<file path="src/rtl/intr_ctrl_if.sv">
`default_nettype none
// ============================================================================
//  Module   : intr_ctrl_if
//  Brief    : Signal bundle between the interrupt sources / core and the
//             intr_ctrl block. The controller uses the slave modport; the
//             core-side (or bench) uses the master modport.
//  Revision : 1.0 - initial release
// ============================================================================
interface intr_ctrl_if #(
    parameter int N_SRC = 8,
    parameter int ID_W  = 3
);
    logic [N_SRC-1:0] irq_src;
    logic [N_SRC-1:0] edge_mode;
    logic             mask_wr;
    logic [N_SRC-1:0] mask_wdata;
    logic             int_ack;
    logic             int_eoi;
    logic             interrupter;
    logic [ID_W-1:0]  int_id;
    logic [N_SRC-1:0] pending;
    logic             in_service;

    // Core / source side: drives requests and the handshake.
    modport master (
        output irq_src, edge_mode, mask_wr, mask_wdata, int_ack, int_eoi,
        input  interrupter, int_id, pending, in_service
    );

    // Controller side.
    modport slave (
        input  irq_src, edge_mode, mask_wr, mask_wdata, int_ack, int_eoi,
        output interrupter, int_id, pending, in_service
    );
endinterface
`default_nettype wire

</file>
<file path="src/rtl/intr_ctrl.sv">
`default_nettype none
// ============================================================================
//  Module   : intr_ctrl
//  Brief    : Fixed-priority (lowest index wins) interrupt controller with
//             per-source mask and edge/level selection, and a
//             request / ack / end-of-interrupt handshake towards the core.
//             Optional macro INTR_CTRL_SYNC_EN inserts a 2-flop synchroniser
//             on every irq_src bit (adds 2 cycles of latency).
//  Revision : 1.0 - initial release
// ============================================================================
module intr_ctrl #(
    parameter int N_SRC = 8,
    parameter int ID_W  = 3
) (
    input  wire logic  clk,
    input  wire logic  rst,
    intr_ctrl_if.slave bus
);

    typedef enum logic [1:0] {
        S_IDLE    = 2'd0,
        S_REQ     = 2'd1,
        S_SERVICE = 2'd2
    } state_t;

    state_t           r_state;
    state_t           w_state_nxt;
    logic [N_SRC-1:0] r_prev;
    logic [N_SRC-1:0] r_pending;
    logic [N_SRC-1:0] r_mask;
    logic             r_irq;
    logic [ID_W-1:0]  r_id;
    logic             r_insvc;

    logic [N_SRC-1:0] w_src;
    logic [N_SRC-1:0] w_rise;
    logic [N_SRC-1:0] w_clr;
    logic [N_SRC-1:0] w_pend_nxt;
    logic [N_SRC-1:0] w_elig;
    logic             w_any;
    logic [ID_W-1:0]  w_win;
    logic             w_id_elig;
    logic             w_ack_fire;
    logic             w_irq_nxt;
    logic [ID_W-1:0]  w_id_nxt;
    logic             w_insvc_nxt;

`ifdef INTR_CTRL_SYNC_EN
    logic [N_SRC-1:0] r_sync1;
    logic [N_SRC-1:0] r_sync2;

    // Two-flop synchroniser for asynchronous interrupt sources.
    always_ff @(posedge clk or posedge rst) begin
        if (rst) begin
            r_sync1 <= '0;
            r_sync2 <= '0;
        end else begin
            r_sync1 <= bus.irq_src;
            r_sync2 <= r_sync1;
        end
    end

    assign w_src = r_sync2;
`else
    assign w_src = bus.irq_src;
`endif

    assign w_rise     = w_src & ~r_prev;
    assign w_ack_fire = (r_state == S_REQ) && bus.int_ack;
    assign w_elig     = r_pending & ~r_mask;
    assign w_any      = |w_elig;

    // Per-bit pending update: edge bits set on rise (set beats ack-clear),
    // level bits simply follow the sampled source.
    always_comb begin
        w_clr      = '0;
        w_pend_nxt = '0;
        for (int i = 0; i < N_SRC; i++) begin
            w_clr[i] = w_ack_fire && (r_id == ID_W'(i));
            if (bus.edge_mode[i])
                w_pend_nxt[i] = w_rise[i] | (r_pending[i] & ~w_clr[i]);
            else
                w_pend_nxt[i] = w_src[i];
        end
    end

    // Lowest-index eligible source wins; also tests whether the frozen id
    // is still eligible (used for withdraw in REQ).
    always_comb begin
        w_win     = '0;
        w_id_elig = 1'b0;
        for (int i = N_SRC - 1; i >= 0; i--) begin
            if (w_elig[i])
                w_win = ID_W'(i);
        end
        for (int i = 0; i < N_SRC; i++) begin
            if (r_id == ID_W'(i))
                w_id_elig = w_elig[i];
        end
    end

    // Handshake FSM: next state and next registered output values.
    always_comb begin
        w_state_nxt = r_state;
        w_irq_nxt   = r_irq;
        w_id_nxt    = r_id;
        w_insvc_nxt = r_insvc;
        case (r_state)
            S_IDLE: begin
                w_irq_nxt   = 1'b0;
                w_insvc_nxt = 1'b0;
                if (w_any) begin
                    w_state_nxt = S_REQ;
                    w_irq_nxt   = 1'b1;
                    w_id_nxt    = w_win;
                end
            end
            S_REQ: begin
                // Ack wins over a simultaneous withdraw.
                if (bus.int_ack) begin
                    w_state_nxt = S_SERVICE;
                    w_irq_nxt   = 1'b0;
                    w_insvc_nxt = 1'b1;
                end else if (!w_id_elig) begin
                    w_state_nxt = S_IDLE;
                    w_irq_nxt   = 1'b0;
                end
            end
            S_SERVICE: begin
                w_irq_nxt   = 1'b0;
                w_insvc_nxt = 1'b1;
                if (bus.int_eoi) begin
                    w_state_nxt = S_IDLE;
                    w_insvc_nxt = 1'b0;
                end
            end
            default: begin
                w_state_nxt = S_IDLE;
                w_irq_nxt   = 1'b0;
                w_insvc_nxt = 1'b0;
            end
        endcase
    end

    // State, source history, mask, pending and output registers.
    always_ff @(posedge clk or posedge rst) begin
        if (rst) begin
            r_state   <= S_IDLE;
            r_prev    <= '0;
            r_pending <= '0;
            r_mask    <= '0;
            r_irq     <= 1'b0;
            r_id      <= '0;
            r_insvc   <= 1'b0;
        end else begin
            r_state   <= w_state_nxt;
            r_prev    <= w_src;
            r_pending <= w_pend_nxt;
            if (bus.mask_wr)
                r_mask <= bus.mask_wdata;
            r_irq     <= w_irq_nxt;
            r_id      <= w_id_nxt;
            r_insvc   <= w_insvc_nxt;
        end
    end

    assign bus.interrupter = r_irq;
    assign bus.int_id      = r_id;
    assign bus.pending     = r_pending;
    assign bus.in_service  = r_insvc;

endmodule
`default_nettype wire

</file>
<file path="src/flat_wrapper.sv">
// flat-port wrapper written by rule: the top's interface ports become plain ports
module intr_ctrl_flat 
#(
    parameter int N_SRC = 8,
    parameter int ID_W  = 3
)
  (clk, rst, bus_irq_src, bus_edge_mode, bus_mask_wr, bus_mask_wdata, bus_int_ack, bus_int_eoi, bus_interrupter, bus_int_id, bus_pending, bus_in_service);
  intr_ctrl_if #(.N_SRC(N_SRC), .ID_W(ID_W)) bus_i ();
  input  wire logic clk;
  input  wire logic rst;
  input wire logic [$bits(bus_i.irq_src)-1:0] bus_irq_src;
  input wire logic [$bits(bus_i.edge_mode)-1:0] bus_edge_mode;
  input wire logic [$bits(bus_i.mask_wr)-1:0] bus_mask_wr;
  input wire logic [$bits(bus_i.mask_wdata)-1:0] bus_mask_wdata;
  input wire logic [$bits(bus_i.int_ack)-1:0] bus_int_ack;
  input wire logic [$bits(bus_i.int_eoi)-1:0] bus_int_eoi;
  output wire logic [$bits(bus_i.interrupter)-1:0] bus_interrupter;
  output wire logic [$bits(bus_i.int_id)-1:0] bus_int_id;
  output wire logic [$bits(bus_i.pending)-1:0] bus_pending;
  output wire logic [$bits(bus_i.in_service)-1:0] bus_in_service;
  assign bus_i.irq_src = bus_irq_src;
  assign bus_i.edge_mode = bus_edge_mode;
  assign bus_i.mask_wr = bus_mask_wr;
  assign bus_i.mask_wdata = bus_mask_wdata;
  assign bus_i.int_ack = bus_int_ack;
  assign bus_i.int_eoi = bus_int_eoi;
  assign bus_interrupter = bus_i.interrupter;
  assign bus_int_id = bus_i.int_id;
  assign bus_pending = bus_i.pending;
  assign bus_in_service = bus_i.in_service;
  intr_ctrl #(.N_SRC(N_SRC), .ID_W(ID_W)) u_core (.clk(clk), .rst(rst), .bus(bus_i));
endmodule
</file>
<file path="config.mk">
export PLATFORM = sky130hd
export DESIGN_NAME = intr_ctrl_flat
export DESIGN_NICKNAME = d
export VERILOG_FILES = /design/src/rtl/intr_ctrl_if.sv /design/src/rtl/intr_ctrl.sv /design/src/flat_wrapper.sv
export SDC_FILE = /design/constraint.sdc
export NUM_CORES = 1
export LEC_CHECK = 0
export CORE_MARGIN = 10
export CORE_UTILIZATION = 25
export CTS_CLUSTER_DIAMETER = 80
export DETAILED_ROUTE_END_ITERATION = 7
export DONT_BUFFER_PORTS = 1
export SLEW_MARGIN = 20
export SYNTH_ARGS = -nofsm -noshare
export SYNTH_HDL_FRONTEND = slang
export SYNTH_SLANG_ARGS = --single-unit
</file>
<file path="constraint.sdc">
create_clock -name clk -period 1.5 [get_ports clk]
set_input_delay 0.15 -clock clk [delete_from_list [all_inputs] [get_ports clk]]
set_output_delay 0.15 -clock clk [all_outputs]
set_load 0.05 [all_outputs]
</file>
# --- Word-level counts from Yosys, hierarchy flattened ---
# Index checks and enable logic that the tools add are counted.
word_totals:
  register_bits: 31
  in_bits: 29
  out_inout_bits: 13
classes:
  n_eq_ne: 13
  n_mux: 36
  bitwise_logic: 28
  reduce_logical: 14
op_table:
  columns: ["operator", "count"]
  rows:
  - ["$mux 3", 8]
  - ["$mux 1", 21]
  - ["$and 8x8->8", 2]
  - ["$not 8->8", 2]
  - ["$eq 3x3->1 const B", 4]
  - ["$logic_and 1x1->1", 9]
  - ["$and 1x1->1", 8]
  - ["$mux 2", 4]
  - ["$not 1->1", 8]
  - ["$or 1x1->1", 8]
  - ["$reduce_or 8->1", 1]
  - ["$eq 3x2->1 const B", 2]
  - ["$pmux 2 s3", 1]
  - ["$ne 2x2->1 const B", 2]
  - ["$pmux 1 s2", 2]
  - ["$eq 3x1->1 const B", 1]
  - ["$logic_not 3->1", 1]
  - ["$ne 3x3->1 const B", 1]
  - ["$reduce_and 3->1", 1]
  - ["$eq 2x1->1 const B", 1]
  - ["$eq 2x2->1 const B", 1]
  - ["$logic_not 2->1", 1]
  - ["$ne 2x1->1 const B", 1]
  - ["$reduce_and 2->1", 1]

# --- Logic depth before layout (Yosys ltp) ---
# Gate-level depths: netlist of the first run.
depth:
  ltp_word: 13
  depth_mapped: 6
  ltp_nobuf: 6

# --- Worst setup path after synthesis of the first run ---
# OpenSTA, ideal clock, no wires.
synth_timing:
  path_kind: "reg-to-reg"
  startpoint: "register u_core.r_id[0], in the netlist u_core.bus.int_id[0]"
  endpoint: "register u_core.r_state[1]"
  setup_time_ns: 0.128
  arrival_ns: 1.746
  t_required_ns: 1.372
  setup_slack_ns: -0.374
  path_stages_with_launch: 6
  n_path_buf: 1
  synth_period_minus_slack_ns: 1.874
  path_cell_list: "dfrtp_1 -> buf_6 -> mux4_2 -> mux2i_4 -> a2bb2oi_1 -> o22ai_1"
synth_via:
  elab_chain_len: 11
  word_cells_on_any_way: 18
  cone_classes: "eq/ne (8); mux (8); reduce/logical (2)"
synth_lines:
  columns: ["element", "line", "text"]
  rows:
  - ["start: declaration", "intr_ctrl.sv:32", "logic [ID_W-1:0] r_id;"]
  - ["start signal: assignment", "intr_ctrl.sv:162", "r_id <= w_id_nxt;"]
  - ["$logic_not 3->1", "intr_ctrl.sv:97", "if (r_id == ID_W'(i))"]
  - ["$mux 1 (7 in a row)", "intr_ctrl.sv:97", null]
  - ["$mux 1 *", "intr_ctrl.sv:97", null]
  - ["$ne 3x3->1 (no source line) *", null, null]
  - ["$reduce_and 3->1 (no source line) *", null, null]
  - ["end signal: assignment", "intr_ctrl.sv:156", "r_state <= w_state_nxt;"]
  - ["end: declaration", "intr_ctrl.sv:26", "state_t r_state;"]
# Mark *: on every way between the ends. The rest lies on a longest branch, timed or not.
# A chain may end at the register's enable or synchronous reset.

# --- Final worst setup path of the first run ---
layout_timing:
  startpoint: "register u_core.r_pending[3], in the netlist u_core.bus.pending[3]"
  endpoint: "register u_core.r_state[0]"
layout_via:
  elab_chain_len: 8
  word_cells_on_any_way: 10
  cone_classes: "eq/ne (2); mux (5); bitwise (1); reduce/logical (2)"
layout_lines:
  columns: ["element", "line", "text"]
  rows:
  - ["start: declaration", "intr_ctrl.sv:29", "logic [N_SRC-1:0] r_pending;"]
  - ["start signal: assignment", "intr_ctrl.sv:158", "r_pending <= w_pend_nxt;"]
  - ["$and 8x8->8 *", "intr_ctrl.sv:70", "assign w_elig = r_pending & ~r_mask;"]
  - ["$mux 1 (5 in a row)", "intr_ctrl.sv:97", null]
  - ["$ne 3x3->1 (no source line)", null, null]
  - ["$reduce_and 3->1 (no source line) *", null, null]
# Marked as above.

==> flow_summary.json, run 1 <==
{
  "antenna_found_initial": 0,
  "failed_checks": "negative setup slack",
  "core_region_area_um2": 5610,
  "worst_slack_ps": -125,
  "hold_violations": 0,
  "dieArea_um2": 9320,
  "layout-drive-gt1-share": 0.441,
  "synth_area_um2": 1460,
  "drt-total-wl_mm": 3.99,
  "drv_slew": 0,
  "grt_max_degree": 32,
  "synth_area_per_cell_um2": 11.6,
  "hold_slack_ps": 6.04,
  "crit_required_ps": 1700,
  "path_clk_slew_ps": 60,
  "cp_slowest_cell": "mux4_2",
  "path_cells": "nor2b_4 > mux4_2 > mux2i_4 > o311ai_2 > a2bb2oi_1",
  "rsz0062_at_grt": "true",
  "start_kind": "flip-flop",
  "syn_to_final_growth_pct": 42.1,
  "p_leak_nw": 0.890,
  "syn_nets": 158,
  "clk-insertion-delay-late_ps": 280,
  "ant_nets": 0,
  "cap_violations": 0,
  "ys_warn_count": 0,
  "io_pins": 42,
  "placed_area_um2": 1750,
  "drtPass1Iterations": 4,
  "outcome": "finished with violations",
  "drt_iter0_drc": 18,
  "cts_buffer_depth": 2,
  "layout_common_cells": "28 x buf_4, 22 x dfrtp_1, 19 x nand2_1, 9 x dlygate4sd3_1, 9 x dfrtp_2",
  "setup_tns_ps": -301,
  "hold_class": "in -> reg",
  "htree_levels": 2,
  "power_density_nw_per_um2": 1630,
  "antenna-diode-count": 0,
  "gp_congestion": 0.831,
  "fmax_ghz": 0.615,
  "crit_fanout": 3,
  "start_util": 0.261,
  "die_x_um": 96.5,
  "cts_root_buf": "clkbuf_8",
  "crit_path_end_kind": "flip-flop",
  "synth_area_leader_cell": "dfrtp_1",
  "period_minus_slack_ps": 1620,
  "cts_buffers": 5,
  "yosysTopAreaCellShare": 0.530,
  "grt_first_pass_wirelength_mm": 6.19,
  "track_usage": 0.0877,
  "synthCells": 126,
  "synth_seq_area_share": 0.530,
  "final_common_cell": "buf_4",
  "detailed_place_hpwl_mm": 2.97,
  "die_h_um": 96.5,
  "max_stage_delay_ps": 500,
  "worstMarginPinSlew_ps": 404,
  "synth_cell_types": 31,
  "critPathKind": "reg -> reg",
  "cts.sinks": 31,
  "peakVddDrop_v": 0.000655,
  "relSlewSlack": 0.731,
  "post-route-period-util": 1.08,
  "rows": 27,
  "cp.arrival_ps": 1820,
  "n_fill_cell": 578,
  "grt_overflow": 0,
  "synth-seq-cells": 31,
  "via_per_inst": 4.62,
  "cts_tree": "done",
  "vias": 1119,
  "setup_violations": 3,
  "finalNetCount": 201,
  "wl_per_cell_um": 16.5,
  "stdcell_area_um2": 2080,
  "port_buffers": 0,
  "drc": 0,
  "fin_skew_ps": 5.64,
  "grt_pass1_vias": 1182,
  "yosys-top-cells-area": "dfrtp_1 53%, mux2_2 6.2%, a32o_1 5.5%, nand2_1 4.9%, nor2b_1 3.4%"
}
==> power breakdown <==
part | switching, mW | internal, mW
registers | 0.181 | 0.997
logic | 0.869 | 0.681
clock network | 0.295 | 0.369
==> sequential cells by signal (all words and copies together) (netlist names) <==
register / cells
u_core.bus.pending: 8
u_core.bus.in_service: 1
u_core.bus.interrupter: 1
u_core.r_state: 2
u_core.r_prev: 8
u_core.r_mask: 8
u_core.bus.int_id: 3
==> worst max-delay path, delay by kind of cell (launching register included) <==
family | cells | cell delay (ps)
flops | 1 | 410
compound gates | 2 | 300
simple gates | 1 | 130
mux | 2 | 720
==> per-layer routing <==
layer  global-route usage  share of wire  vias to the layer above
met2                0.137           0.48                       35
met3               0.0493           0.11                        7
met1               0.0995           0.40                      541
li1                     -              -                      536
met4               0.0291          0.016                        0
met5                    0              0                        -
==> Yosys cell counts <==
cell,count
dfrtp_1,31
nand2_1,19
a32o_1,8
mux2_2,8
nor2b_1,8
a21oi_1,6
inv_1,6
nor2_1,6
nand2b_1,4
ha_1,3
nand3_1,3
a2bb2oi_1,2
mux2i_1,2
mux4_2,2
nor2b_4,2
a21bo_1,1
a31o_2,1
a41oi_1,1
and2b_1,1
and3_1,1
buf_1,1
buf_6,1
clkbuf_1,1
mux2i_4,1
nor3_2,1
nor4_1,1
o21ai_0,1
o21bai_1,1
o22ai_1,1
o311ai_1,1
o31ai_1,1
==> kinds of logic after synthesis <==
logic type,after synthesis,synth area share
AO/OA/AOI/OAI,24,0.130
adder cells (fa/ha/maj),3,0.0256
buffers and inverters,9,0.0282
flip-flops,31,0.530
multiplexers,13,0.121
AND/OR/NAND/NOR,46,0.165
==> cell type report <==
type,count,area (um2),area share
clock inverters,1,5.00,0.00241
multi-input cells,86,766,0.368
flip-flops and latches,31,787,0.378
repair buffers,39,323,0.155
clock buffers,7,86.3,0.0415
inverters,6,22.5,0.0108
well taps,72,90.1,0.0433
==> worst paths after layout <==
kind	startpoint	to	slack [ps]	cells after the start
max	u_core.bus.pending[3]	u_core.r_state[0]	-120	5
min	bus_irq_src[3]	u_core.bus.pending[3]	6	1
max reg2reg	u_core.bus.pending[3]	u_core.r_state[0]	-120	5
min reg2reg	u_core.bus.interrupter	u_core.bus.interrupter	530	2
max in group asynchronous	rst	u_core.bus.pending[3]	790	3
min in group asynchronous	rst	u_core.r_mask[4]	390	3
==> through the flow <==
step / total power [mW] / utilization / worst slack [ps] / std cells
6_report: 3.39 / 0.371 / -125 / 242
5_1_grt: 3.62 / 0.371 / -188 / 242
4_1_cts: 3.27 / 0.348 / -97.8 / 238
3_5_place_dp: 2.56 / 0.312 / -107 / 221
3_3_place_gp: 2.55 / 0.312 / -90.3 / 221
2_1_floorplan: 2.14 / - / -234 / 126
==> timing repair <==
| action | CTS | global route |
|---|---|---|
| setup buffers | 0 | 4 |
| endpoints found under the hold margin | 41 | 0 |
| cloned | 0 | 0 |
| resized for setup | 6 | 20 |
| pin swaps | 3 | 6 |
| endpoints found under the setup margin | 4 | 9 |
| hold buffers | 9 | 0 |
Power figures use the tool's default switching activity.
==> inputs of run 2 (changes only) <==
--- a/config.mk
+++ b/config.mk
@@ -10,6 +10,7 @@
 export CTS_CLUSTER_DIAMETER = 80
 export DETAILED_ROUTE_END_ITERATION = 7
 export DONT_BUFFER_PORTS = 1
+export PLACE_DENSITY_LB_ADDON = 0.3
 export SLEW_MARGIN = 20
 export SYNTH_ARGS = -nofsm -noshare
 export SYNTH_HDL_FRONTEND = slang
==> run 2 against run 1 <==
The flow still finishes with violations (negative setup slack). Cell count down 0.41%. Global-route usage down 0.49 points. Die area unchanged. Setup slack better by 17 ps. Maximum frequency up 1.0%.
==> flow_summary.json, run 2 (synthesized netlist as in run 1, its figures left out) <==
{
  "relSlewSlack": 0.734,
  "core_region_area_um2": 5610,
  "r2r_cells": 5,
  "antenna_found_initial": 0,
  "worstMarginPinSlew_ps": 399,
  "cap_violations": 0,
  "dp.cells": 219,
  "period_minus_slack_ps": 1610,
  "r2r_end": "u_core.r_state[1]",
  "syn_to_final_growth_pct": 38.4,
  "crit_fanout": 4,
  "crit_required_ps": 1660,
  "final_common_cell": "buf_4",
  "post-route-period-util": 1.07,
  "p_leak_nw": 0.876,
  "grt_first_pass_wirelength_mm": 5.93,
  "start_kind": "flip-flop",
  "htree_levels": 2,
  "grt_pass1_vias": 1187,
  "holdPathEnd": "u_core.r_mask[7]",
  "multiInputGateArea_um2": 709,
  "regArea_um2": 787,
  "cts_buffer_depth": 2,
  "start_util": 0.261,
  "setup_violations": 3,
  "die_h_um": 96.5,
  "cts_buffers": 5,
  "rsz0062_at_grt": "true",
  "die_x_um": 96.5,
  "drtPass1Iterations": 4,
  "critPathKind": "reg -> reg",
  "drc": 0,
  "reg2reg_setup_slack_ps": -110,
  "antenna-diode-count": 0,
  "hold_class": "in -> reg",
  "outcome": "finished with violations",
  "layout_common_cells": "27 x buf_4, 22 x dfrtp_1, 19 x nand2_1, 11 x dlygate4sd3_1, 9 x dfrtp_2",
  "setup_tns_ps": -189,
  "cts.sinks": 31,
  "track_usage": 0.0829,
  "utilization": 0.361,
  "dieArea_um2": 9320,
  "worst_slack_ps": -108,
  "grt_max_degree": 32,
  "power_density_nw_per_um2": 1660,
  "cts_tree": "done",
  "cts_root_buf": "clkbuf_8",
  "drt_iter0_drc": 50,
  "path_clk_slew_ps": 70,
  "fmax_ghz": 0.622,
  "wl_per_cell_um": 15.4,
  "ant_nets": 0,
  "reg2reg_from": "u_core.bus.pending[7]",
  "crit_path_end_kind": "flip-flop",
  "via_per_inst": 4.56,
  "n_fill_cell": 580,
  "rows": 27,
  "vias": 1098,
  "cp.arrival_ps": 1770,
  "drt-total-wl_mm": 3.72,
  "final_cells": 241,
  "min_path_cells": 1,
  "port_buffers": 0,
  "hold_violations": 0,
  "min_from": "bus_mask_wdata[7]",
  "gp_congestion": 0.815,
  "layout-drive-gt1-share": 0.396,
  "clk-insertion-delay-late_ps": 280,
  "peakVddDrop_v": 0.000807,
  "finalNetCount": 200,
  "drv_slew": 0,
  "io_pins": 42,
  "fin_skew_ps": 3.89,
  "detailed_place_hpwl_mm": 2.94,
  "grt_overflow": 0,
  "failed_checks": "negative setup slack"
}
## run 2: per-layer routing
layer / wire length (um) / up-vias / global-route usage
li1: - / 530 / -
met1: 1620 / 531 / 0.0928
met2: 1800 / 30 / 0.134
met3: 215 / 7 / 0.0301
met4: 78 / 0 / 0.0472
met5: 0 / - / 0
## run 2: report_power, final
group          leakage [nW]  total, mW  internal [mW]  switching (mW)
clock                0.0505      0.730          0.417           0.314
sequential            0.357       1.15          0.998           0.157
combinational         0.469       1.47          0.647           0.827
total                 0.876       3.36           2.06            1.30
## run 2: cell type report
cell class / instances / area share
inverters: 6 / 0.0111
repair buffers: 38 / 0.154
well taps: 72 / 0.0445
multi-input cells: 86 / 0.350
flip-flops and latches: 31 / 0.389
clock buffers: 7 / 0.0476
clock inverters: 1 / 0.00371
## run 2: how the worst max path moves through the flow
stage / startpoint / to / slack [ps] / cells after the start
floorplan: u_core.bus.int_id[0] / u_core.r_state[1] / -230 / 5
global placement: u_core.bus.pending[5] / u_core.r_state[1] / -90 / 5
detailed placement: u_core.bus.pending[3] / u_core.r_state[1] / -110 / 5
CTS: u_core.bus.pending[3] / u_core.r_state[1] / -110 / 5
global route: u_core.bus.pending[7] / u_core.r_state[1] / -160 / 5
finish: u_core.bus.pending[7] / u_core.r_state[1] / -110 / 5
## run 2: worst max-delay path, cell delays in order, from the launching register on
cell and delay (ps):
dfrtp_2 400, nor2b_4 130, mux4_2 490, mux2i_4 200
a2bb2oi_1 180, o22ai_1 90
## run 2: per-stage QoR
stage          power (mW)  instance area, um2  hold WS (ps)  setup WS (ps)
3_5_place_dp         2.57                1730           148           -115
4_1_cts              3.35                1960          3.11           -114
3_3_place_gp         2.55                1730           144          -93.9
5_1_grt              3.57                2030          5.08           -161
6_report             3.36                2030          11.0           -108
2_1_floorplan        2.14                1480           181           -234
## run 2: timing repair
item | CTS | global route
hold endpoints to repair | 45 | 2
cloned | 0 | 0
gates resized for setup | 7 | 7
setup endpoints to repair | 4 | 8
hold buffers | 9 | 2
pin swaps | 3 | 4
setup buffers | 0 | 3
==> inputs of run 3 (changes only) <==
--- a/config.mk
+++ b/config.mk
@@ -11,6 +11,7 @@
 export DETAILED_ROUTE_END_ITERATION = 7
 export DONT_BUFFER_PORTS = 1
 export PLACE_DENSITY_LB_ADDON = 0.3
+export RECOVER_POWER = 100
 export SLEW_MARGIN = 20
 export SYNTH_ARGS = -nofsm -noshare
 export SYNTH_HDL_FRONTEND = slang
==> run 3 against run 2 <==
Via count down 0.27%. Critical path depth stayed put. Non-clock buffer count did not move. Design area fell by 2.0%. First-iteration DRC count grew 12%. The flow still finishes with violations (negative setup slack). Global-route usage is the same. Maximum frequency shrank 0.11%. Sequential share of layout area increased by 0.78 points. Register-to-register slack hardly changed.
==> flow_summary.json, run 3 (synthesized netlist as in run 1, its figures left out) <==
{
  "outcome": "finished with violations",
  "failed_checks": "negative setup slack",
  "cts_tree": "done",
  "final_cells": 241,
  "dp.cells": 219,
  "drt-total-wl_mm": 3.71,
  "worst_slack_ps": -110,
  "max_stage_delay_ps": 490,
  "grt_overflow": 0,
  "layout-drive-gt1-share": 0.367,
  "setup_violations": 3,
  "cts_root_buf": "clkbuf_8",
  "via_per_inst": 4.54,
  "clk-insertion-delay-late_ps": 290,
  "antenna-diode-count": 0,
  "fin_skew_ps": 4.71,
  "cts_buffers": 5,
  "die_x_um": 96.5,
  "hold_violations": 0,
  "antenna_found_initial": 0,
  "hold_slack_ps": 8.39,
  "detailed_place_hpwl_mm": 2.94,
  "multiInputGateArea_um2": 707,
  "seq_power_share": 0.351,
  "path_clk_slew_ps": 70,
  "syn_to_final_growth_pct": 35.6,
  "ant_nets": 0,
  "wl_per_cell_um": 15.4,
  "start_kind": "flip-flop",
  "cp.arrival_ps": 1770,
  "drtPass1Iterations": 4,
  "period_minus_slack_ps": 1610,
  "intPower_mw": 1.99,
  "placed_area_um2": 1730,
  "drc": 0,
  "start_util": 0.261,
  "grt_max_degree": 32,
  "utilization": 0.354,
  "n_fill_cell": 588,
  "total_power_mw": 3.28,
  "layout_common_cells": "22 x dfrtp_1, 19 x nand2_1, 13 x buf_4, 11 x dlygate4sd3_1",
  "crit_family": "multiplexers",
  "drt_iter0_drc": 56,
  "htree_levels": 2,
  "crit_path_end_kind": "flip-flop",
  "rows": 27,
  "peakVddDrop_v": 0.000718,
  "rsz0062_at_grt": "true",
  "power_density_nw_per_um2": 1650,
  "dieArea_um2": 9320,
  "finalNetCount": 200,
  "p_leak_nw": 0.856,
  "crit_required_ps": 1660,
  "gp_congestion": 0.815,
  "regArea_um2": 787,
  "swShare": 0.394,
  "path_cells": "nor2b_4 > mux4_2 > mux2i_4 > a2bb2oi_1 > o22ai_1",
  "io_pins": 42,
  "core_region_area_um2": 5610,
  "crit_fanout": 3,
  "critPathKind": "reg -> reg",
  "relSlewSlack": 0.481,
  "final_common_cell": "dfrtp_1",
  "cp_slowest_cell": "mux4_2",
  "critPathBufInv": 0,
  "cap_violations": 0,
  "drv_slew": 0,
  "vias": 1095,
  "cts_buffer_depth": 2,
  "grt_first_pass_wirelength_mm": 5.93,
  "track_usage": 0.0829,
  "hold_class": "in -> reg",
  "p_comb_frac": 0.426,
  "fmax_ghz": 0.621,
  "worstMarginPinSlew_ps": 779,
  "post-route-period-util": 1.07,
  "port_buffers": 0,
  "grt_pass1_vias": 1187,
  "cts.sinks": 31,
  "clkPwrFrac": 0.223,
  "die_h_um": 96.5,
  "p_switching_mw": 1.29,
  "stdcell_area_um2": 1990
}
run 3: cell count changes in the layout (fill, tap and decap cells not counted):
cell,delta
buf_4,-14
clkbuf_1,+4
clkbuf_2,+9
clkbuf_4,+1
nor2_1,+1
nor2_2,-1
run 3: layout make-up:
type | count | area share
Clock buffer | 7 | 0.0485
Clock inverter | 1 | 0.00378
Inverter | 6 | 0.0113
Multi-Input combinational cell | 86 | 0.356
Sequential cell | 31 | 0.396
Tap cell | 72 | 0.0454
Timing Repair Buffer | 38 | 0.139
run 3: power groups by stage:
| stage | clock network [mW] | logic (mW) | registers, mW |
|---|---|---|---|
| floorplan | 0 | 0.694 | 1.45 |
| global placement | 0 | 1.39 | 1.16 |
| detailed placement | 0 | 1.40 | 1.16 |
| CTS | 0.748 | 1.45 | 1.15 |
| global route | 0.792 | 1.52 | 1.18 |
| finish | 0.733 | 1.40 | 1.15 |
run 3: what timing repair did:
item,CTS,global route
endpoints found under the hold margin,45,2
pin swaps,3,4
buffers inserted,0,3
resized for setup,7,7
endpoints found under the setup margin,4,8
hold buffers,9,2
run 3: path summary, 6_finish.rpt:
kind	to	depth (start not counted)	startpoint	slack [ps]
setup / recovery	u_core.r_state[1]	5	u_core.bus.pending[3]	-110
hold / removal	u_core.bus.pending[2]	1	bus_irq_src[2]	8
setup reg to reg	u_core.r_state[1]	5	u_core.bus.pending[3]	-110
hold reg to reg	u_core.bus.interrupter	2	u_core.bus.interrupter	520
max in group asynchronous	u_core.bus.int_id[0]	3	rst	420
min in group asynchronous	u_core.r_prev[6]	3	rst	540
run 3: metal layers:
layer / track usage / routed length, um / up-vias
met5: 0 / 0 / -
met4: 0.0472 / 78 / 0
met3: 0.0301 / 228 / 7
met2: 0.134 / 1790 / 31
met1: 0.0928 / 1610 / 526
li1: - / - / 531
run 3: through the flow:
stage	worst slack, ps	setup TNS, ps
2_1_floorplan	-234	-598
3_3_place_gp	-93.9	-179
3_5_place_dp	-115	-275
4_1_cts	-114	-233
5_1_grt	-161	-694
6_report	-110	-194
